`src/rtl/mac_pkg.sv`:
```
// Shared MAC transmit-path definitions: arbiter state encoding and the MAC byte width.
package mac_pkg;

    localparam int MAC_DATA_W = 8;

    typedef enum logic [1:0] {
        ST_IDLE  = 2'd0,
        ST_ISSUE = 2'd1,
        ST_WAIT  = 2'd2,
        ST_GAP   = 2'd3
    } arb_state_t;

endpackage

```
`src/rtl/rr_pick.sv`:
```
// Combinational round-robin picker: first set request scanning ptr+1, ptr+2, ... (mod N).
module rr_pick #(
    parameter int N = 4,
    localparam int PW = $clog2(N)
) (
    input  logic [N-1:0]  req,
    input  logic [PW-1:0] ptr,
    output logic          any,
    output logic [PW-1:0] winner
);

    always_comb begin
        logic [PW-1:0] idx;
        any    = |req;
        winner = ptr;
        idx    = '0;
        // Scan from the far end back toward ptr+1 so the nearest candidate is the last one written.
        for (int k = N; k >= 1; k--) begin
            idx = PW'((int'(ptr) + k) % N);
            if (req[idx]) winner = idx;
        end
    end

endmodule

```
`src/rtl/mac_tx_arbiter.sv`:
```
// Round-robin arbiter sharing one MAC transmitter between N_REQ byte requesters.
//   state    | meaning
//   ST_IDLE  | waiting for any request; picks winner, latches byte, pulses mac_tx_req
//   ST_ISSUE | start pulse ends, watchdog cleared
//   ST_WAIT  | waiting for mac_tx_done or watchdog expiry; ack/err pulse on exit
//   ST_GAP   | grant released, inter-frame gap of IFG cycles, requests ignored
module mac_tx_arbiter
    import mac_pkg::*;
#(
    parameter int N_REQ   = 4,
    parameter int DATA_W  = MAC_DATA_W,
    parameter int TIMEOUT = 64,
    parameter int IFG     = 2
) (
    input  logic                      clk,
    input  logic                      reset,
    input  logic [N_REQ-1:0]          req,
    input  logic [N_REQ*DATA_W-1:0]   req_data,
    output logic [N_REQ-1:0]          grant,
    output logic [N_REQ-1:0]          ack,
    output logic [N_REQ-1:0]          err,
    output logic                      busy,
    output logic [DATA_W-1:0]         mac_data_in,
    output logic                      mac_tx_req,
    input  logic                      mac_tx_done
);

    localparam int PW = $clog2(N_REQ);
    localparam int CW = $clog2(TIMEOUT + 1);
    localparam int GW = $clog2(IFG + 1);
    localparam logic [CW-1:0] CNT_LAST = CW'(TIMEOUT - 1);
    localparam logic [GW-1:0] GAP_LAST = GW'(IFG - 1);

    arb_state_t        state, state_nxt;
    logic [PW-1:0]     ptr, ptr_nxt;
    logic [PW-1:0]     owner, owner_nxt;
    logic [CW-1:0]     cnt, cnt_nxt;
    logic [GW-1:0]     gap, gap_nxt;
    logic [N_REQ-1:0]  grant_nxt, ack_nxt, err_nxt;
    logic [DATA_W-1:0] data_nxt;
    logic              tx_req_nxt, busy_nxt;
    logic              pick_any;
    logic [PW-1:0]     pick_idx;

    rr_pick #(.N(N_REQ)) u_rr_pick (
        .req    (req),
        .ptr    (ptr),
        .any    (pick_any),
        .winner (pick_idx)
    );

    always_ff @(posedge clk) begin
        if (reset) begin
            state       <= ST_IDLE;
            ptr         <= PW'(N_REQ - 1);
            owner       <= '0;
            cnt         <= '0;
            gap         <= '0;
            grant       <= '0;
            ack         <= '0;
            err         <= '0;
            busy        <= 1'b0;
            mac_data_in <= '0;
            mac_tx_req  <= 1'b0;
        end else begin
            state       <= state_nxt;
            ptr         <= ptr_nxt;
            owner       <= owner_nxt;
            cnt         <= cnt_nxt;
            gap         <= gap_nxt;
            grant       <= grant_nxt;
            ack         <= ack_nxt;
            err         <= err_nxt;
            busy        <= busy_nxt;
            mac_data_in <= data_nxt;
            mac_tx_req  <= tx_req_nxt;
        end
    end

    always_comb begin
        state_nxt  = state;
        ptr_nxt    = ptr;
        owner_nxt  = owner;
        cnt_nxt    = cnt;
        gap_nxt    = gap;
        grant_nxt  = grant;
        ack_nxt    = '0;
        err_nxt    = '0;
        data_nxt   = mac_data_in;
        tx_req_nxt = 1'b0;
        case (state)
            ST_IDLE: begin
                if (pick_any) begin
                    owner_nxt  = pick_idx;
                    grant_nxt  = N_REQ'(1) << pick_idx;
                    data_nxt   = req_data[int'(pick_idx)*DATA_W +: DATA_W];
                    tx_req_nxt = 1'b1;
                    state_nxt  = ST_ISSUE;
                end
            end
            ST_ISSUE: begin
                cnt_nxt   = '0;
                state_nxt = ST_WAIT;
            end
            ST_WAIT: begin
                cnt_nxt = cnt + 1'b1;
                // Completion takes precedence over a watchdog expiry on the same edge.
                if (mac_tx_done) begin
                    ack_nxt   = N_REQ'(1) << owner;
                    ptr_nxt   = owner;
                    gap_nxt   = '0;
                    state_nxt = ST_GAP;
                end else if (cnt == CNT_LAST) begin
                    err_nxt   = N_REQ'(1) << owner;
                    ptr_nxt   = owner;
                    gap_nxt   = '0;
                    state_nxt = ST_GAP;
                end
            end
            ST_GAP: begin
                grant_nxt = '0;
                gap_nxt   = gap + 1'b1;
                if (gap == GAP_LAST) state_nxt = ST_IDLE;
            end
            default: state_nxt = ST_IDLE;
        endcase
        busy_nxt = (state_nxt != ST_IDLE);
    end

endmodule
```
`config.mk`:
```
export PLATFORM = sky130hd
export DESIGN_NAME = mac_tx_arbiter
export DESIGN_NICKNAME = d
export VERILOG_FILES = /design/src/rtl/mac_pkg.sv /design/src/rtl/rr_pick.sv /design/src/rtl/mac_tx_arbiter.sv
export SDC_FILE = /design/constraint.sdc
export NUM_CORES = 1
export LEC_CHECK = 0
export ABC_AREA = 0
export CAP_MARGIN = 20
export CORE_MARGIN = 2
export CORE_UTILIZATION = 35
export DETAILED_ROUTE_END_ITERATION = 16
export GPL_TIMING_DRIVEN = 1
export HOLD_SLACK_MARGIN = 0.02
export PLACE_DENSITY = 0.69
export SLEW_MARGIN = 20
export SYNTH_ARGS = -nofsm -noshare
export SYNTH_HDL_FRONTEND = slang
export SYNTH_SLANG_ARGS = --single-unit
```
`constraint.sdc`:
```
create_clock -name clk -period 4.3 [get_ports clk]
set_input_delay 0.43 -clock clk [delete_from_list [all_inputs] [get_ports clk]]
set_output_delay 0.43 -clock clk [all_outputs]
set_load 0.02 [all_outputs]
```
==> reports/metrics.cfg, run 1 <==
[logic_synthesis]
post_synth.cell_area_avg_um2 = 9.15
yosysWarningCount = 0
synth_fp_nets = 247
leading_post_synthesis_cells_by_instance_count = 37 x sky130_fd_sc_hd__dfxtp_1, 20 x sky130_fd_sc_hd__nor2_1, 13 x sky130_fd_sc_hd__nand2_1, 11 x sky130_fd_sc_hd__inv_1, 11 x sky130_fd_sc_hd__nand2b_1
ys_seq_elements = 37
postSynth.topFlopCell = sky130_fd_sc_hd__dfxtp_1
netlist_area_um2 = 1860
yosys.cell_types.count = 45
synth_area_leaders = sky130_fd_sc_hd__dfxtp_1 40%, sky130_fd_sc_hd__nor2_1 4.0%, sky130_fd_sc_hd__nand2b_1 3.7%
synthDominantCellAreaShare = 0.399
asyncSetResetFlopFracSynth = 0
synth_top_area_cell = sky130_fd_sc_hd__dfxtp_1
netlist_instances = 203
post-synth-top-count-cell = sky130_fd_sc_hd__dfxtp_1
synth_sequential_area_ratio = 0.399
number_of_flops_mapped_to_enable_cells_by_yosys = 0

[route]
final_routed_wire_length_divided_by_cell_count_um = 13.6
drtAntennaViolNets = 0
route.detailed.drc = 0
drt_first_pass_iters = 5
detail_route.iter0.violations = 71
postRouteWirelength_mm = 4.51
dr_total_vias = 1728
post_drt_via_cell_ratio = 5.20

[sta]
worstMarginPinSlew_ns = 0.857
timing.clock.skew_ns = 0.00819
setup_repair_after_global_routing_missed_its_margin = no
setup_violations = 0
final_hold_slack_ns = 0.488
fin_crit_sh = 0.602
fmax_ghz = 0.386
period_needed_ns = 2.59
finalSetupTns_ns = 0
max_slew_margin = 0.429
hold_viol = 0
final_slew_violations = 0

[placement]
placement.cell_area_um2 = 2490
place_congestion = 0.759
dp.final_hpwl_mm = 3.38
placement.io_buffers = 60

[setup_path]
ordered_cell_list_for_the_critical_path = clkdlybuf4s50_1 > o21a_1 > o21ai_1 > and2_1 > mux2i_1 > o221ai_1
cp_max_fo = 18
worst-r2r-setup-slack_ns = 2.07
critical-path-slowest-cell = sky130_fd_sc_hd__and2_1
critPathRequiredTime_ns = 4.46
cp-end-kind = register
cp_data_arrival_time_ns = 2.75
worstSetupPathType = input pin to register
cp-start-kind = input pin
critical-path-max-stage-delay_ns = 0.76

[die]
die_h_um = 76.8
die_area_um2 = 5900
placeableCoreArea_um2 = 5110
rows = 26
die_w_um = 76.8
io-pin-count = 61
start_util = 0.364

[final_layout]
fraction_of_final_layout_cells_sized_beyond_drive_strength_1 = 0.0725
area.growth.synth_to_final_pct = 38.7
combined_area_of_the_multi_input_logic_cells_um2 = 1000
net_count_of_the_finished_layout = 305
num-fill-cells = 501
layout.area.seq_um2 = 741
antennaDiodeCount = 0
fin_util = 0.504
postLayoutCellArea_um2 = 2570

[grt]
globalRouteTotalUtil = 0.160
overflow = 0
pin_count_of_the_biggest_net_entering_global_routing = 29
antenna_found_initial = 0
number_of_global_route_vias_before_repair = 1687
first_pass_grt_wire_length_mm = 7.80

[job]
cap_viol_max_count = 0

[clock_tree]
cts_clock_pin_slew_for_the_worst_setup_and_hold_paths_ns = 0.07
cts_max_path_buffers = 2
clkSinkCount = 37
insertion_delay_ns = 0.29
ctsRootBufferMaster = sky130_fd_sc_hd__clkbuf_8
post-cts-setup-buffers = 0
tritoncts_clock_tree = built
h-tree-depth = 2
cts-resized-gates = 0
cts-buffers-inserted = 5
holdBufCountCts = 0

[power]
p_per_area_nw_per_um2 = 507
power_leakage_nw = 0.907
vdd_drop_max_mv = 0.214

[outcome]
outcome = finished, final reports clean

[min_path]
holdCritPathClass = register to register

==> worst max-delay path, delay by kind of cell <==
family / cells / cell delay [ns]
AO/OA/AOI/OAI: 3 / 0.70
buffers and inverters: 1 / 0.52
multiplexers: 1 / 0.31
AND/OR/NAND/NOR: 1 / 0.76
==> power breakdown <==
| group | switching [mW] | internal (mW) | total (mW) |
|---|---|---|---|
| clock network | 0.123 | 0.112 | 0.235 |
| registers | 0.0464 | 0.413 | 0.459 |
| logic | 0.344 | 0.268 | 0.612 |
==> registers in the layout, indices dropped and copies added (netlist names) <==
name and cells:
owner 2, ack 4, gap 2, mac_data_in 8, err 4, grant 4, cnt 7, mac_tx_req 1
ptr 2, state 2, busy 1
==> placed cells by master (no fill, tap or decap), types with 2 or more instances in the layout <==
cell type	netlist	routed
sky130_fd_sc_hd__a2111oi_2	3	3
sky130_fd_sc_hd__nor4_1	3	3
sky130_fd_sc_hd__o221ai_1	3	3
sky130_fd_sc_hd__o31ai_1	4	4
sky130_fd_sc_hd__nor2_1	20	20
sky130_fd_sc_hd__nand2_1	13	13
sky130_fd_sc_hd__o41ai_1	4	4
sky130_fd_sc_hd__nand2b_1	11	11
sky130_fd_sc_hd__a211o_1	2	2
sky130_fd_sc_hd__o21ai_1	2	2
sky130_fd_sc_hd__nand3b_1	5	5
sky130_fd_sc_hd__xor2_1	3	3
sky130_fd_sc_hd__nor3_1	8	8
sky130_fd_sc_hd__nor2b_1	2	2
sky130_fd_sc_hd__inv_1	11	11
sky130_fd_sc_hd__dfxtp_1	37	37
sky130_fd_sc_hd__a2111oi_0	2	2
sky130_fd_sc_hd__clkbuf_8	0	5
sky130_fd_sc_hd__clkdlybuf4s50_1	0	60
sky130_fd_sc_hd__nand4_1	3	3
sky130_fd_sc_hd__a32oi_1	4	4
sky130_fd_sc_hd__a21oi_1	8	8
sky130_fd_sc_hd__ha_1	5	5
sky130_fd_sc_hd__a21boi_0	5	5
sky130_fd_sc_hd__clkinv_2	0	2
sky130_fd_sc_hd__nor4_2	4	4
sky130_fd_sc_hd__a21o_1	2	2
sky130_fd_sc_hd__o21ai_0	4	4
sky130_fd_sc_hd__buf_4	0	2
sky130_fd_sc_hd__mux2i_1	6	6
sky130_fd_sc_hd__or3_1	3	3
sky130_fd_sc_hd__nand4b_1	2	2
==> routing by layer <==
metal	vias to the layer above	share of wire	routed length (µm)	track usage
met5	-	0	0	0
met4	0	0.016	73	0.0509
met3	7	0.062	281	0.0471
met2	61	0.47	2120	0.271
met1	800	0.45	2040	0.195
li1	860	-	-	-
==> final cells by class <==
| type | instances | share of cell area |
|---|---|---|
| Multi-Input combinational cell | 144 | 0.390 |
| Sequential cell | 37 | 0.288 |
| Timing Repair Buffer | 62 | 0.239 |
| Tap cell | 70 | 0.0340 |
| Clock buffer | 5 | 0.0267 |
| Inverter | 11 | 0.0160 |
| Clock inverter | 3 | 0.00680 |
==> metrics by stage <==
step / power (mW) / worst slack, ns / instances
final: 1.31 / 1.71 / 332
after global routing: 1.40 / 1.50 / 332
after CTS: 1.32 / 1.70 / 332
after detailed placement: 1.08 / 1.40 / 324
after global placement: 1.07 / 1.47 / 324
after floorplan: 0.889 / 2.60 / 203
==> worst paths after layout <==
| path | from | endpoint | depth (start not counted) |
|---|---|---|---|
| setup reg to reg | ptr[0] | mac_data_in[1] | 5 |
| hold / removal | grant[3] | grant[3] | 2 |
| hold reg to reg | grant[3] | grant[3] | 2 |
| setup / recovery | req[1] | mac_data_in[1] | 6 |
==> cell families after synthesis <==
kind of cell,after synthesis,share of synthesized area
AND/OR/NAND/NOR,79,0.243
multiplexers,6,0.0323
XOR/XNOR,3,0.0142
buffers and inverters,22,0.0606
adder cells (fa/ha/maj),5,0.0337
flip-flops,37,0.399
AO/OA/AOI/OAI,51,0.217
No activity file was read; power rests on OpenSTA's default activity.
==> inputs of run 2 (changes only) <==
==> constraint.sdc (replaced) <==
create_clock -name clk -period 2.6 [get_ports clk]
set_input_delay 0.26 -clock clk [delete_from_list [all_inputs] [get_ports clk]]
set_output_delay 0.26 -clock clk [all_outputs]
set_load 0.02 [all_outputs]
==> reports/metrics.cfg, run 2 (synthesized netlist as in run 1, its figures left out) <==
[clock_tree]
cts_clock_pin_slew_for_the_worst_setup_and_hold_paths_ns = 0.08
ctsRootBufferMaster = sky130_fd_sc_hd__clkbuf_8
insertion_delay_ns = 0.29
clkSinkCount = 37
cts_max_path_buffers = 2
cts-resized-gates = 0
tritoncts_clock_tree = built
h-tree-depth = 2
holdBufCountCts = 0
post-cts-setup-buffers = 0
cts-buffers-inserted = 5

[final_layout]
layout.area.seq_um2 = 741
num-fill-cells = 480
largest_reg_flops = 8
area.growth.synth_to_final_pct = 43.1
antennaDiodeCount = 0
combined_area_of_the_multi_input_logic_cells_um2 = 1000
top_register = mac_data_in
layout_commonest_cell = sky130_fd_sc_hd__clkdlybuf4s50_1
net_count_of_the_finished_layout = 308
top_regs = mac_data_in: 8 flops, cnt: 7 flops
fraction_of_final_layout_cells_sized_beyond_drive_strength_1 = 0.0830
most-common-layout-cells = 60 x sky130_fd_sc_hd__clkdlybuf4s50_1, 37 x sky130_fd_sc_hd__dfxtp_1, 20 x sky130_fd_sc_hd__nor2_1

[grt]
globalRouteTotalUtil = 0.162
first_pass_grt_wire_length_mm = 7.83
overflow = 0
antenna_found_initial = 0
number_of_global_route_vias_before_repair = 1752
pin_count_of_the_biggest_net_entering_global_routing = 22

[outcome]
outcome = finished, final reports clean

[setup_path]
ordered_cell_list_for_the_critical_path = clkdlybuf4s50_1 > nand2_1 > a31oi_2 > and2_1 > buf_12 > mux2i_1 > o221ai_1
cp-start-kind = input pin
critPathRequiredTime_ns = 2.77
cp_data_arrival_time_ns = 2.15
critical-path-max-stage-delay_ns = 0.56
critical-path-slowest-cell = sky130_fd_sc_hd__clkdlybuf4s50_1
cp-end-kind = register
cp_max_fo = 14
worstSetupPathType = input pin to register

[route]
post_drt_via_cell_ratio = 5.17
drtAntennaViolNets = 0
dr_total_vias = 1733
final_routed_wire_length_divided_by_cell_count_um = 13.7
postRouteWirelength_mm = 4.57
detail_route.iter0.violations = 67
drt_first_pass_iters = 4
route.detailed.drc = 0

[sta]
period_needed_ns = 1.98
worstMarginPinSlew_ns = 0.474
timing.clock.skew_ns = 0.0105
max_slew_margin = 0.680
fmax_ghz = 0.505
finalWorstSetupSlack_ns = 0.622
fin_crit_sh = 0.761
final_slew_violations = 0
hold_viol = 0
setup_repair_after_global_routing_missed_its_margin = no
setup_violations = 0
finalSetupTns_ns = 0

[die]
placeableCoreArea_um2 = 5110
rows = 26
die_w_um = 76.8
start_util = 0.364
die_h_um = 76.8
io-pin-count = 61
die_area_um2 = 5900

[power]
p_per_area_nw_per_um2 = 907
vdd_drop_max_mv = 0.490
power_leakage_nw = 0.950

[min_path]
holdCritPathClass = register to register

[placement]
placement.io_buffers = 60
place_congestion = 0.739
post_placement_worst_setup_slack_ns = 0.310
dp.final_hpwl_mm = 3.42

[job]
cap_viol_max_count = 0

## run 2: cell types whose count changed in the layout (fill, tap and decap cells not counted)
| cell | previous run | this run |
|---|---|---|
| sky130_fd_sc_hd__buf_12 | 0 | 1 |
| sky130_fd_sc_hd__bufinv_16 | 0 | 2 |
| sky130_fd_sc_hd__clkinvlp_4 | 1 | 0 |
| sky130_fd_sc_hd__buf_4 | 2 | 4 |
| sky130_fd_sc_hd__clkinv_2 | 2 | 1 |
## run 2: critical path: cells and delay by family
family / cells / cell delay, ns
mux: 1 / 0.20
compound gates: 2 / 0.46
simple gates: 2 / 0.47
buf+inv: 2 / 0.75
## run 2: path summary, 6_finish.rpt
| path | depth (start not counted) | endpoint | from | slack, ns |
|---|---|---|---|---|
| setup reg to reg | 6 | mac_data_in[3] | ptr[1] | 0.72 |
| hold reg to reg | 1 | gap[0] | gap[0] | 0.49 |
| setup / recovery | 7 | mac_data_in[3] | req[3] | 0.62 |
| hold / removal | 1 | gap[0] | gap[0] | 0.49 |
## run 2: where the power goes
group          switching, mW  internal, mW
Clock                  0.211         0.381
Combinational          0.585         0.477
Sequential            0.0740         0.682
## run 2: routing by layer
layer  global-route usage  vias up  routed length [µm]  share of wire
li1                     -      868                   -              -
met1                0.196      807                2150           0.47
met2                0.268       50                2060           0.45
met3               0.0529        8                 280          0.061
met4               0.0618        0                  74          0.016
met5                    0        -                   0              0
## run 2: area by class of cell
type | instances | area share
Clock inverter | 3 | 0.0245
Tap cell | 70 | 0.0330
Clock buffer | 5 | 0.0259
Sequential cell | 37 | 0.279
Multi-Input combinational cell | 144 | 0.378
Inverter | 11 | 0.0155
Timing Repair Buffer | 65 | 0.245
## run 2: metrics by stage
step                area, µm²  hold slack [ns]  cells  utilization  power [mW]
detailed placement       2520            0.479    327        0.494        1.83
global placement         2520            0.473    327        0.494        1.81
CTS                      2660            0.490    335        0.520        2.43
global route             2660            0.505    335        0.520        2.57
floorplan                1860            0.448    203            -        1.47
finish                   2660            0.490    335        0.520        2.41
